### config.mk
export PLATFORM = sky130hd
export DESIGN_NAME = deserializer
export DESIGN_NICKNAME = d
export VERILOG_FILES = /design/src/rtl/deserializer.sv
export SDC_FILE = /design/constraint.sdc
export NUM_CORES = 1
export LEC_CHECK = 0
export ABC_AREA = 0
export BUFFER_PORTS_ARGS = -buffer_cell sky130_fd_sc_hd__buf_4
export CORE_MARGIN = 2
export CORE_UTILIZATION = 35
export CTS_CLUSTER_DIAMETER = 80
export DETAILED_ROUTE_END_ITERATION = 16
export PLACE_DENSITY = 0.51
export SLEW_MARGIN = 15
export SYNTH_ARGS = -nofsm -noshare
export SYNTH_HDL_FRONTEND = slang
export SYNTH_SLANG_ARGS = --single-unit
### constraint.sdc
create_clock -name clk_i -period 2.1 [get_ports clk_i]
set_input_delay 0.315 -clock clk_i [delete_from_list [all_inputs] [get_ports clk_i]]
set_output_delay 0.315 -clock clk_i [all_outputs]
set_load 0.005 [all_outputs]
### src/rtl/deserializer.sv
// deserializer: collects a qualified MSB-first serial stream into DATA_W-bit words.
// Define DESER_FLUSH_EN to add flush_i / deser_mod_o for emitting left-aligned partial words.
module deserializer #(
   parameter int DATA_W = 16
) (
   input  logic                      clk_i,
   input  logic                      srst_i,
   input  logic                      data_i,
   input  logic                      data_val_i,
`ifdef DESER_FLUSH_EN
   input  logic                      flush_i,
   output logic [$clog2(DATA_W)-1:0] deser_mod_o,
`endif
   output logic [DATA_W-1:0]         deser_data_o,
   output logic                      deser_data_val_o,
   output logic                      busy_o
);
   localparam int CW = $clog2(DATA_W) + 1;
   logic [CW-1:0]     cnt, cnt_inc;
   logic [DATA_W-1:0] sr, sr_nxt, word;
   logic              full, flush, emit;
   always_comb begin
      sr_nxt  = data_val_i ? {sr[DATA_W-2:0], data_i} : sr;
      cnt_inc = data_val_i ? cnt + CW'(1) : cnt;
      full    = data_val_i && (cnt == CW'(DATA_W - 1));
`ifdef DESER_FLUSH_EN
      // the bit arriving with a flush is taken first, then held bits are left-aligned
      flush   = flush_i && !full && (cnt_inc != '0);
      word    = flush ? sr_nxt << (CW'(DATA_W) - cnt_inc) : sr_nxt;
`else
      flush   = 1'b0;
      word    = sr_nxt;
`endif
      emit    = full || flush;
   end
   always_ff @(posedge clk_i) begin
      if (srst_i) begin
         sr               <= '0;
         cnt              <= '0;
         busy_o           <= 1'b0;
         deser_data_o     <= '0;
         deser_data_val_o <= 1'b0;
`ifdef DESER_FLUSH_EN
         deser_mod_o      <= '0;
`endif
      end else begin
         sr               <= sr_nxt;
         cnt              <= emit ? '0 : cnt_inc;
         busy_o           <= !emit && (cnt_inc != '0);
         deser_data_val_o <= emit;
         if (emit) deser_data_o <= word;
`ifdef DESER_FLUSH_EN
         if (emit) deser_mod_o <= flush ? cnt_inc[CW-2:0] : '0;
`endif
      end
   end
endmodule
==> out/qor.yml <==
synth:
  synth_cell_types: 24
  synth_top_family_by_area: "simple AND/OR/NAND/NOR gates"
  synth_compound_area_share_pct: 8.604
  syn_area_per_cell_um2: 9.314
  synth_mux_area_share_pct: 10.54
  yosys.area_share.xor_xnor_pct: 1.229
  synth_seq_area_share_pct: 53.38
  yosysWarnings: 0
  ys_seq_elements: 38
  synthSimpleGateAreaFrac_pct: 18.17
  synth_top_cell_by_area: "dfxtp_1"
  syn_nets: 159
  synth_fa_ha_area_share_pct: 1.756
  netlist_area_mm2: 0.001425
  synth_top_area_share_pct: 53.38
  syn_inst: 153
  synthTopCellsByArea: "dfxtp_1, mux2i_1, nand2_1"
layout:
  area_growth_syn_to_layout_pct: 17.30
  multiInputGateArea_um2: 574.3
  fillers: 412
  final_nets: 177
  fin_util_pct: 42.09
  drive_above_1_share_pct: 19.19
  regArea_um2: 760.7
  antenna_cells: 0
placed_design:
  place_hpwl_um: 1540
  gp_congestion: 0.6731
  port_buffers: 21
  preCtsSetupSlack_ns: 0.4219
route:
  viasPerCell: 4.640
  dr.pass1.iters: 4
  wl_met1_um: 1210
  avgRoutedWirePerCell_um: 11.12
  ant_nets: 0
  first_iter_violations: 40
  routed_wl_um: 2469
  wl_met3_um: 135
  top_layer_used: "met4"
  routed-wl-met2_um: 1063
  dr_total_vias: 1030
  route.detailed.drc: 0
setup_path:
  max_stage_delay_ns: 0.35
  cp_slowest_cell: "dfxtp_1"
  crit_path_start_kind: "flip-flop"
  worst-setup-path-type: "reg -> reg"
  cp_data_arrival_time_ns: 1.92
  crit_top_cell: "ha_1"
  endpoint_kind: "flip-flop"
  worstPathRequired_ns: 2.32
  crit_fanout: 19
  path_cells: "ha_1, and3_1, ha_1, and2_4, a311o_1, o21ai_2"
power:
  p_comb_share_pct: 3.8
  power.density_mw_per_mm2: 827.2
  clockPowerShare_pct: 43.1
  p_total_w: 0.001383
  pwr-share-seq_pct: 53.1
  cell_internal_pwr_w: 0.001098
  ir_worst_vdd_uv: 420.6
  sw_frac_of_total_pct: 20.56
  p_leak_nw: 0.6898
  p_switching_w: 0.0002843
timing:
  setup_viol: 0
  tns_ns: 0
  hold_viol: 0
  rsz0062_at_grt: "false"
  worst_pin_slew_ns: 0.3882
  slew_violations: 0
  finalCritPeriodShare_pct: 81.12
  period_needed_ns: 1.704
  fmax_mhz: 587.0
  worst_slack_ns: 0.3965
  fin_skew_ns: 0.008750
  max_slew_margin_pct: 74.12
grt:
  grt_first_pass_wirelength_um: 4202
  grt_util_all_layers_pct: 12.44
  grt_pass1_vias: 971
  grt_max_degree: 40
  grt-ovfl-total: 0
  antenna_found_initial: 0
floorplan:
  core_area_mm2: 0.003971
  ioPinCount: 22
  dieArea_mm2: 0.004598
  die_h_um: 67.81
  die_w_um: 67.81
  rows: 23
  start_util_pct: 35.89
clock_network:
  cts_resized: 0
  path_clk_slew_ns: 0.07
  cts_setup_buffers: 0
  cts_max_level: 2
  cts_root_buf: "clkbuf_8"
  ctsHoldBuffers: 0
  clockBufferDepth: 2
  numCtsBuffers: 5
  clk_latency_ns: 0.29
  clock-sinks: 38
  cts_tree: "yes"
status:
  status: "completed"
hold_path:
  min_path_type: "in -> reg"
job:
  drv_cap: 0
-- path summary, 6_finish.rpt --
| kind | to | cells after the start | slack [ns] | startpoint |
|---|---|---|---|---|
| hold reg to reg | deser_data_o[11]$_SDFFE_PP0P_ | 2 | 0.46 | deser_data_o[11]$_SDFFE_PP0P_ |
| hold / removal | sr[0]$_SDFF_PP0_ | 3 | 0.28 | data_i |
| setup / recovery | busy_o$_SDFF_PP0_ | 6 | 0.40 | cnt[0]$_SDFF_PP0_ |
| setup reg to reg | busy_o$_SDFF_PP0_ | 6 | 0.40 | cnt[0]$_SDFF_PP0_ |
-- state kept, by name (all words and copies together) (netlist names) --
register / flops
deser_data_o: 16
sr: 15
busy_o: 1
cnt: 5
deser_data_val_o: 1
-- metal layers --
| layer | vias up | global-route usage, % |
|---|---|---|
| met5 | - | 0 |
| met4 | 0 | 6.000 |
| met3 | 8 | 5.428 |
| met2 | 21 | 19.00 |
| met1 | 460 | 15.01 |
| li1 | 541 | - |
-- worst max-delay path, delay by kind of cell, from the launching register on --
| kind | cells | cell delay [ns] |
|---|---|---|
| adders and majority gates | 2 | 0.47 |
| AOI/OAI and AO/OA | 2 | 0.39 |
| DFF | 1 | 0.35 |
| and+or+nand+nor | 2 | 0.42 |
-- cells in the final DEF, fill, tap and decap left out --
| cell type | count |
|---|---|
| a21oi_1 | 19 |
| a311o_1 | 1 |
| and2_4 | 1 |
| and3_1 | 1 |
| buf_4 | 21 |
| bufinv_16 | 1 |
| clkbuf_8 | 5 |
| clkinv_2 | 2 |
| dfxtp_1 | 38 |
| ha_1 | 2 |
| inv_1 | 1 |
| inv_2 | 1 |
| mux2i_1 | 15 |
| nand2_1 | 35 |
| nand2_4 | 1 |
| nand3b_1 | 1 |
| nand4_1 | 1 |
| nor2_1 | 18 |
| nor3_1 | 4 |
| o21ai_2 | 1 |
| o32ai_1 | 1 |
| xor2_1 | 2 |
-- cell usage after synthesis --
library cell	instances
inv_2	1
buf_2	1
o21ai_2	1
xor2_1	2
nand2_4	1
dfxtp_1	38
nor3_1	4
inv_1	1
buf_6	4
nand4_1	1
a21oi_1	19
nor2_1	18
buf_1	1
nand3b_1	1
a311o_1	1
mux2i_1	15
and2_4	1
buf_4	1
clkbuf_1	2
nand2_1	35
clkbuf_8	1
and3_1	1
o32ai_1	1
ha_1	2
-- power by group through the flow --
| stage | Combinational, W | Clock (W) | Sequential [W] |
|---|---|---|---|
| 3_3_place_gp | 0.0000522 | 0 | 0.000749 |
| 6_report | 0.0000531 | 0.000596 | 0.000734 |
| 2_1_floorplan | 0.0000449 | 0 | 0.000749 |
| 5_1_grt | 0.0000579 | 0.000649 | 0.000734 |
| 4_1_cts | 0.0000537 | 0.000619 | 0.000733 |
| 3_5_place_dp | 0.0000533 | 0 | 0.000750 |
-- cell families after synthesis --
logic type	count (synthesis)
adders and majority gates	2
xor gates and xnor gates	2
AOI/OAI and AO/OA	22
and+or+nand+nor	62
buffers and inverters	12
muxes	15
DFF	38
-- area by class of cell --
| type | count | share of cell area [%] |
|---|---|---|
| tap | 50 | 3.743 |
| clock buffer | 5 | 4.117 |
| sequential | 38 | 45.51 |
| clock inverter | 3 | 2.395 |
| multi-input combinational | 103 | 34.36 |
| timing repair buffer | 21 | 9.431 |
| inverter | 2 | 0.4491 |
-- stage by stage --
step,instance area (um2),hold slack (ns),std cells
finish,1672,0.2771,222
global route,1672,0.2755,222
global placement,1563,0.4452,214
detailed placement,1563,0.4470,214
CTS,1672,0.2704,222
floorplan,1425,0.4312,153
No activity file was read; power rests on OpenSTA's default activity.
